## src/rtl/mem_port_arbiter.sv

```systemverilog
// ---------------------------------------------------------------------------
// mem_port_arbiter
//
// Shares one L1 D$/memory port between three requesters: frontend fetch,
// backend opload and backend opstore. One requester owns the port from grant
// until the memory reports operation_done. The owner is picked round-robin,
// starting after the previous grant, so a load/store-heavy stream cannot
// starve fetch. A fetch flush either aborts a fetch that has not yet been
// accepted or squashes the completion of one that has.
//
// Ports
//   clk, rst                       clock (rising edge), async active-high reset
//   fetch/load/store_index_valid   requests from the three channels
//   fetch/load/store_index         19-bit line index, stable while valid
//   store_write_mask/_data         64-bit store byte mask / data
//   fetch_flush                    redirect: abort or squash current fetch
//   *_index_ready                  pulse: owner's request accepted by memory
//   *_operation_done               pulse: owner's transaction completed
//   fetch/load_read_data           read data, valid with the done pulse
//   mem_index_valid/_index         request to memory (from latched request)
//   mem_write_en/_mask/_data       store qualifiers (zero for reads)
//   mem_index_ready                memory accepts request
//   mem_read_data                  memory read data
//   mem_operation_done             memory completion pulse
//   protocol_error                 sticky: unexpected mem_operation_done
// ---------------------------------------------------------------------------
module mem_port_arbiter (
    input  logic        clk,
    input  logic        rst,
    input  logic        fetch_index_valid,
    input  logic [18:0] fetch_index,
    input  logic        load_index_valid,
    input  logic [18:0] load_index,
    input  logic        store_index_valid,
    input  logic [18:0] store_index,
    input  logic [63:0] store_write_mask,
    input  logic [63:0] store_write_data,
    input  logic        fetch_flush,
    output logic        fetch_index_ready,
    output logic        load_index_ready,
    output logic        store_index_ready,
    output logic        fetch_operation_done,
    output logic        load_operation_done,
    output logic        store_operation_done,
    output logic [63:0] fetch_read_data,
    output logic [63:0] load_read_data,
    output logic        mem_index_valid,
    output logic [18:0] mem_index,
    output logic        mem_write_en,
    output logic [63:0] mem_write_mask,
    output logic [63:0] mem_write_data,
    input  logic        mem_index_ready,
    input  logic [63:0] mem_read_data,
    input  logic        mem_operation_done,
    output logic        protocol_error
);

    typedef enum logic [1:0] {IDLE, REQ, WAIT} state_t;
    typedef enum logic [1:0] {CH_FETCH = 2'd0, CH_LOAD = 2'd1, CH_STORE = 2'd2} chan_t;

    state_t      state_reg, state_next;
    chan_t       owner_reg;
    chan_t       last_grant_reg;
    logic        squash_reg, squash_next;
    logic [18:0] index_reg;
    logic        write_en_reg;
    logic [63:0] mask_reg;
    logic [63:0] data_reg;
    logic        protocol_error_reg;

    // ------------------------------------------------------------------
    // Round-robin selection: priority order rotates to start just after
    // the channel granted last time.
    // ------------------------------------------------------------------
    logic [2:0]  valid_vec;
    logic        any_valid;
    chan_t       prio0, prio1, prio2;
    chan_t       grant_ch;
    logic [18:0] grant_index;

    assign valid_vec = {store_index_valid, load_index_valid, fetch_index_valid};
    assign any_valid = |valid_vec;

    always_comb begin
        prio0 = CH_FETCH;
        prio1 = CH_LOAD;
        prio2 = CH_STORE;
        case (last_grant_reg)
            CH_FETCH: begin
                prio0 = CH_LOAD;
                prio1 = CH_STORE;
                prio2 = CH_FETCH;
            end
            CH_LOAD: begin
                prio0 = CH_STORE;
                prio1 = CH_FETCH;
                prio2 = CH_LOAD;
            end
            default: begin
                prio0 = CH_FETCH;
                prio1 = CH_LOAD;
                prio2 = CH_STORE;
            end
        endcase
    end

    always_comb begin
        grant_ch = prio2;
        if (valid_vec[prio0]) begin
            grant_ch = prio0;
        end else if (valid_vec[prio1]) begin
            grant_ch = prio1;
        end
    end

    always_comb begin
        grant_index = fetch_index;
        case (grant_ch)
            CH_LOAD:  grant_index = load_index;
            CH_STORE: grant_index = store_index;
            default:  grant_index = fetch_index;
        endcase
    end

    // ------------------------------------------------------------------
    // Next-state logic
    // ------------------------------------------------------------------
    logic accept;         // memory accepted the request this cycle
    logic complete;       // transaction finishes this cycle
    logic perr_set;       // done arrived when none was expected
    logic flush_hit;      // flush aimed at the fetch we currently own
    logic deliver;        // completion is reported to the owner

    assign flush_hit = fetch_flush && (owner_reg == CH_FETCH);

    always_comb begin
        state_next  = state_reg;
        squash_next = squash_reg;
        accept      = 1'b0;
        complete    = 1'b0;
        perr_set    = 1'b0;
        case (state_reg)
            IDLE: begin
                if (mem_operation_done) begin
                    perr_set = 1'b1;
                end
                if (any_valid) begin
                    state_next = REQ;
                end
            end
            REQ: begin
                if (mem_index_ready) begin
                    accept = 1'b1;
                    // Already accepted: the memory op must run to completion,
                    // only its done pulse is hidden from fetch.
                    if (flush_hit) begin
                        squash_next = 1'b1;
                    end
                    if (mem_operation_done) begin
                        complete   = 1'b1;
                        state_next = IDLE;
                    end else begin
                        state_next = WAIT;
                    end
                end else begin
                    if (mem_operation_done) begin
                        perr_set = 1'b1;
                    end
                    // Not yet accepted: safe to withdraw the fetch entirely.
                    if (flush_hit) begin
                        state_next = IDLE;
                    end
                end
            end
            WAIT: begin
                if (flush_hit) begin
                    squash_next = 1'b1;
                end
                if (mem_operation_done) begin
                    complete   = 1'b1;
                    state_next = IDLE;
                end
            end
            default: begin
                state_next = IDLE;
            end
        endcase
        if (complete) begin
            squash_next = 1'b0;
        end
    end

    // A flush arriving in the completion cycle squashes that same completion.
    assign deliver = complete &&
                     !((owner_reg == CH_FETCH) && (squash_reg || fetch_flush));

    // ------------------------------------------------------------------
    // State and request latches
    // ------------------------------------------------------------------
    always_ff @(posedge clk or posedge rst) begin
        if (rst) begin
            state_reg          <= IDLE;
            owner_reg          <= CH_FETCH;
            last_grant_reg     <= CH_STORE;
            squash_reg         <= 1'b0;
            index_reg          <= '0;
            write_en_reg       <= 1'b0;
            mask_reg           <= '0;
            data_reg           <= '0;
            protocol_error_reg <= 1'b0;
        end else begin
            state_reg  <= state_next;
            squash_reg <= squash_next;
            if (perr_set) begin
                protocol_error_reg <= 1'b1;
            end
            if ((state_reg == IDLE) && any_valid) begin
                owner_reg      <= grant_ch;
                last_grant_reg <= grant_ch;
                index_reg      <= grant_index;
                write_en_reg   <= (grant_ch == CH_STORE);
                mask_reg       <= (grant_ch == CH_STORE) ? store_write_mask : '0;
                data_reg       <= (grant_ch == CH_STORE) ? store_write_data : '0;
            end
        end
    end

    // ------------------------------------------------------------------
    // Per-channel pulse decode; non-owners always see zero.
    // ------------------------------------------------------------------
    logic [2:0] ready_vec;
    logic [2:0] done_vec;

    generate
        for (genvar gi = 0; gi < 3; gi++) begin : g_chan
            assign ready_vec[gi] = accept  && (owner_reg == 2'(gi));
            assign done_vec[gi]  = deliver && (owner_reg == 2'(gi));
        end
    endgenerate

    assign fetch_index_ready    = ready_vec[0];
    assign load_index_ready     = ready_vec[1];
    assign store_index_ready    = ready_vec[2];
    assign fetch_operation_done = done_vec[0];
    assign load_operation_done  = done_vec[1];
    assign store_operation_done = done_vec[2];
    assign fetch_read_data      = done_vec[0] ? mem_read_data : '0;
    assign load_read_data       = done_vec[1] ? mem_read_data : '0;

    assign mem_index_valid = (state_reg == REQ);
    assign mem_index       = index_reg;
    assign mem_write_en    = write_en_reg;
    assign mem_write_mask  = mask_reg;
    assign mem_write_data  = data_reg;
    assign protocol_error  = protocol_error_reg;

endmodule

```

## config.mk

```make
export PLATFORM = sky130hd
export DESIGN_NAME = mem_port_arbiter
export DESIGN_NICKNAME = d
export VERILOG_FILES = /design/src/rtl/mem_port_arbiter.sv
export SDC_FILE = /design/constraint.sdc
export NUM_CORES = 1
export LEC_CHECK = 0
export ABC_AREA = 0
export BUFFER_PORTS_ARGS = -buffer_cell sky130_fd_sc_hd__buf_2
export CAP_MARGIN = 10
export CORE_AREA = 2 2 209 211
export CTS_CLUSTER_DIAMETER = 40
export DETAILED_ROUTE_END_ITERATION = 12
export DIE_AREA = 0 0 211 213
export PLACE_DENSITY = 0.48
export SLEW_MARGIN = 10
export SYNTH_ARGS = -nofsm -noshare
export SYNTH_HDL_FRONTEND = slang
export SYNTH_SLANG_ARGS = --single-unit
```

## constraint.sdc

```tcl
create_clock -name clk -period 3.9 [get_ports clk]
set_input_delay 0 -clock clk [delete_from_list [all_inputs] [get_ports clk]]
set_output_delay 0 -clock clk [all_outputs]
set_load 0.005 [all_outputs]
```

==> After elaboration in Yosys (flattened, before gate mapping) <==
Index checks and enable logic that the tools add are counted.
W data, S select, Z words.
{ "word_totals": {"output_inout_bits": 284, "register_bits": 156, "input_bits": 257} }
{ "classes": {"n_eq_ne": 11, "reduce_logical": 19, "order_cmp": 2, "n_mux": 31} }
{ "ops": {"columns": ["op", "n"], "rows": [
  ["$mux W64", 4],
  ["$pmux W19 S2", 1],
  ["$mux W2", 7],
  ["$pmux W2 S2", 3],
  ["$logic_and A1 B1 Y1", 10],
  ["$mux W1", 10],
  ["$eq A2 B1 Y1 const B", 4],
  ["$eq A2 B2 Y1 const B", 3],
  ["$logic_not A2 Y1", 3],
  ["$lt A2 B3 Y1 const B", 2],
  ["$ne A3 B1 Y1 const B", 2],
  ["$pmux W1 S2", 3],
  ["$pmux W2 S3", 1],
  ["$bmux W1 S2", 2],
  ["$ne A2 B2 Y1 const B", 2],
  ["$reduce_and A3 Y1", 1],
  ["$reduce_bool A3 Y1", 1],
  ["$reduce_or A3 Y1", 1],
  ["$reduce_and A2 Y1", 1],
  ["$logic_not A1 Y1", 1],
  ["$logic_or A1 B1 Y1", 1]
]} }

==> Longest topological paths before layout <==
{ "logic_depth": {"ltp_word": 8, "depth_mapped": 9, "mapped_depth_nobuf": 6} }

==> Worst setup path after synthesis <==
No wires, ideal clock.
{ "synth_timing": {"kind": "reg2reg", "from": "register last_grant_reg[1]", "to": "register index_reg[8], in the netlist mem_index[8]", "t_required_ns": 3.805, "path_stages_with_launch": 10, "setup_slack_ns": 1.690, "setup_time_ns": 0.095, "arrival_ns": 2.114, "period_less_slack_ns": 2.210, "path_cell_list": "dfstp_2 -> clkbuf_1 -> inv_1 -> a31oi_1 -> inv_1 -> ha_1 -> clkbuf_1 -> clkbuf_1 -> a221oi_1 -> o31ai_1"} }
{ "synth_between": {"elab_chain_cells": 8, "elab_cells_between_ends": 14, "cone_classes": "eq/ne (3); mux (10); reduce/logical (1)"} }
{ "synth_rtl": {"columns": ["element", "line", "source"], "rows": [
  ["start: declaration", "63", "chan_t last_grant_reg;"],
  ["start signal: assignment", "219", "last_grant_reg <= grant_ch;"],
  ["$eq A2 B1 Y1 or $logic_not A2 Y1 (tied branches)", "88", "case (last_grant_reg)"],
  ["$pmux W2 S2", "88", null],
  ["$bmux W1 S2", "111", "end else if (valid_vec[prio1]) begin"],
  ["$mux W1 (implied by the code)", "111", null],
  ["$mux W2", "111", null],
  ["$mux W2 (*)", "109", "if (valid_vec[prio0]) begin"],
  ["via grant_ch[1]", "78", "chan_t grant_ch;"],
  ["$eq A2 B2 Y1 or $eq A2 B1 Y1 (tied branches)", "118", "case (grant_ch)"],
  ["$pmux W19 S2 (*)", "118", null],
  ["end signal: assignment", "220", "index_reg <= grant_index;"],
  ["end: declaration", "65", "logic [18:0] index_reg;"]
]} }
The timed path passes the listed nets; every way through them passes the cells marked *. The select of a mux whose other input is x is not followed.
A chain may end at the register's enable or synchronous reset.

==> run metrics <==
initial antenna violation count=16; Post-Syn Area=7460 sq um; Static Leak=7.47 nW; final setup skew=0.00999 ns; largest family of logic cells by synthesized area=simple AND/OR/NAND/NOR gates; clk buf depth=2; via count=8706; NetSw=3.04 mW; Die Ht=213 microns; Worst setup SP type=register; largest net degree at the start of global routing=87; worst flop-to-flop path startpoint=owner_reg[0]; Vias/cell=4.12; die span in x=211 microns; Rel. slew slack=38.3%; grt ovf=0; Min-Delay Path Class=in2async; Worst R2R Setup Slack=0.99 ns; PnR worst setup slack=0.985 ns; switching share of total power=38.8%; Initial Utilization=17.5%; Area after DPL=10700 sq um; fin. max-slew vios=0; Post-Synthesis Net Count=1135; XOR/XNOR Fraction of Synth Area=0%; Post-Synth Adder-Cell Area=0.838%; Yosys top cell area share=51.6%; commonest non-fill, non-tap cell in the layout=buf_2; Yosys warning count=0; Crit. End Element=register; number of setup buffers added after CTS=0; CTS Buf Count=17; fin util=30.7%; global-route wire length before repair=47400 microns; Comb pwr share=43.8%; share of layout cells above drive strength 1=38.0%; Yosys top cell by area=dfrtp_1; CTS tree=built; GRT Total Usage=14.0%; Synth Register Bits=155; hold slack=0.0903 ns; commonest cells after routing, fill and taps aside=540 x buf_2, 281 x nand2_1, 171 x dlygate4sd3_1, 154 x dfrtp_1; CP delay by family, top=compound AO/OA/AOI/OAI gates; Avg Synthesized Cell Area=8.55 sq um; Std-Cell Rows=76; die area=44900 sq um; Clock Tree Root=clkbuf_16; vias in the first global route=8447; top cells by area, synth=dfrtp_1 52%, nand2_1 14%, and2_1 11%; Final min period=2.91 ns; worst path bufs/invs=1; PD cells=597 nW/um^2; Final setup viols=0; Worst path slowest cell=ha_1; DRC=0; Hold Vio Cnt, Final=0; Worst Setup SP=owner_reg[0]; Crit Path Class=reg2reg; htree depth=4; sequential area share after synthesis=52.0%; Placement Setup Slack=1.51 ns; EDFF count, synth=0; Syn Inst Count=873; mux cell area share after synthesis=0.134%; Design Power=7.82 mW; Arr. time, crit path=3.30 ns; Unique masters post-synth=38; DRT Pass-1 Iters=4; total core area=42700 sq um; Post-synth ARST share=100%; CP peak stage delay=0.77 ns; Synth Area in Simple Gates=36.7%; I/O Pins=541; setup TNS=0 ns; Crit path required time=4.28 ns; DRT Wirelength=32900 microns; insertion delay to the later sink of the worst-skew pair=0.45 ns; main flop type after synthesis=dfrtp_1; IO Port Bufs=540; Clock power frac=22.9%; Pint=4.78 mW; placer congestion estimate=0.771; RSZ-0062 raised after global routing=false; Worst Tran Pin Value=0.925 ns; Routed Antenna Nets=0; Compound-Gate Fraction of Synth Area=6.04%; Worst-path clk slew=0.07 ns; Num Clock Sinks=155; Area growth syn-to-layout=75.5%; Starting DRT DRC Count=392; part of the cycle the worst path needs=74.7%; crit-path max FO=19; f_max=343 MHz; Design Area, Final=13100 sq um; Reg power frac=33.3%; Detailed Place HPWL=24100 microns; crit-path cells=nand2b_1, a31oi_1, ha_1, a221oi_1, o31ai_1, dlygate4sd3_1; worst vdd rail ir drop=0.408 mV; final cell count without fillers=2115; max-cap violation count=0; Final nets=1806; per-cell routed wire length=15.6 microns; post-placement cell count=1900; status=finished, final reports clean
==> logic make-up (layout without fill, tap and decap cells) <==
family / Yosys count / count (layout)
flip-flops: 155 / 155
adder cells (fa/ha/maj): 5 / 5
other: 0 / 12
multiplexers: 1 / 1
AND/OR/NAND/NOR: 579 / 579
AO/OA/AOI/OAI: 57 / 57
buffers and inverters: 76 / 760
==> repair_timing <==
| item | in CTS | in global routing |
|---|---|---|
| resized for setup | 0 | 0 |
| endpoints found under the hold margin | 263 | 0 |
| setup endpoints to repair | 0 | 0 |
| hold buffers | 171 | 0 |
==> cells in the mapped netlist, types with 3 or more instances <==
master	count
nor2b_1	19
buf_1	11
clkbuf_1	35
nand2b_1	6
nand2_1	281
ha_1	5
o31ai_1	19
a221oi_1	19
nor3_1	4
clkbuf_2	5
dfrtp_1	154
nand3_1	128
buf_2	19
and2_1	128
inv_1	5
a21oi_1	3
nor2_1	8
==> worst paths after layout <==
kind,depth (start not counted),end
max in group asynchronous,4,mem_write_mask[36]
min in group clk,4,squash_reg
max,6,mem_index[15]
max reg2reg,6,mem_index[15]
min,3,mem_write_data[48]
min reg2reg,1,protocol_error
==> worst min-delay path: stages <==
cell and delay [ns]:
dlygate4sd3_1 0.53, buf_2 0.13, clkinvlp_4 0.28
==> power by group through the flow <==
| stage | sequential [mW] | combinational [mW] | clock, mW |
|---|---|---|---|
| floorplan | 2.67 | 1.61 | 0 |
| global placement | 2.60 | 3.09 | 0 |
| detailed placement | 2.62 | 3.14 | 0 |
| CTS | 2.60 | 3.48 | 1.86 |
| global route | 2.70 | 3.83 | 1.93 |
| finish | 2.60 | 3.43 | 1.79 |
==> routing by layer <==
metal | share of wire (%) | track usage, % | vias up
met5 | 0.039 | 0 | -
met4 | 5.5 | 11.1 | 2
li1 | - | - | 4197
met3 | 6.4 | 3.96 | 80
met2 | 53 | 24.8 | 363
met1 | 35 | 13.8 | 4064
==> area by class of cell <==
cell class	instances	area [sq um]
Clock inverter	14	181
Clock buffer	18	439
Tap cell	546	683
Sequential cell	155	3880
Multi-Input combinational cell	642	3300
Antenna cell	12	30.0
Fill cell	4558	29600
Inverter	5	22.5
Timing Repair Buffer	723	4570
No activity file was read; power rests on OpenSTA's default activity.
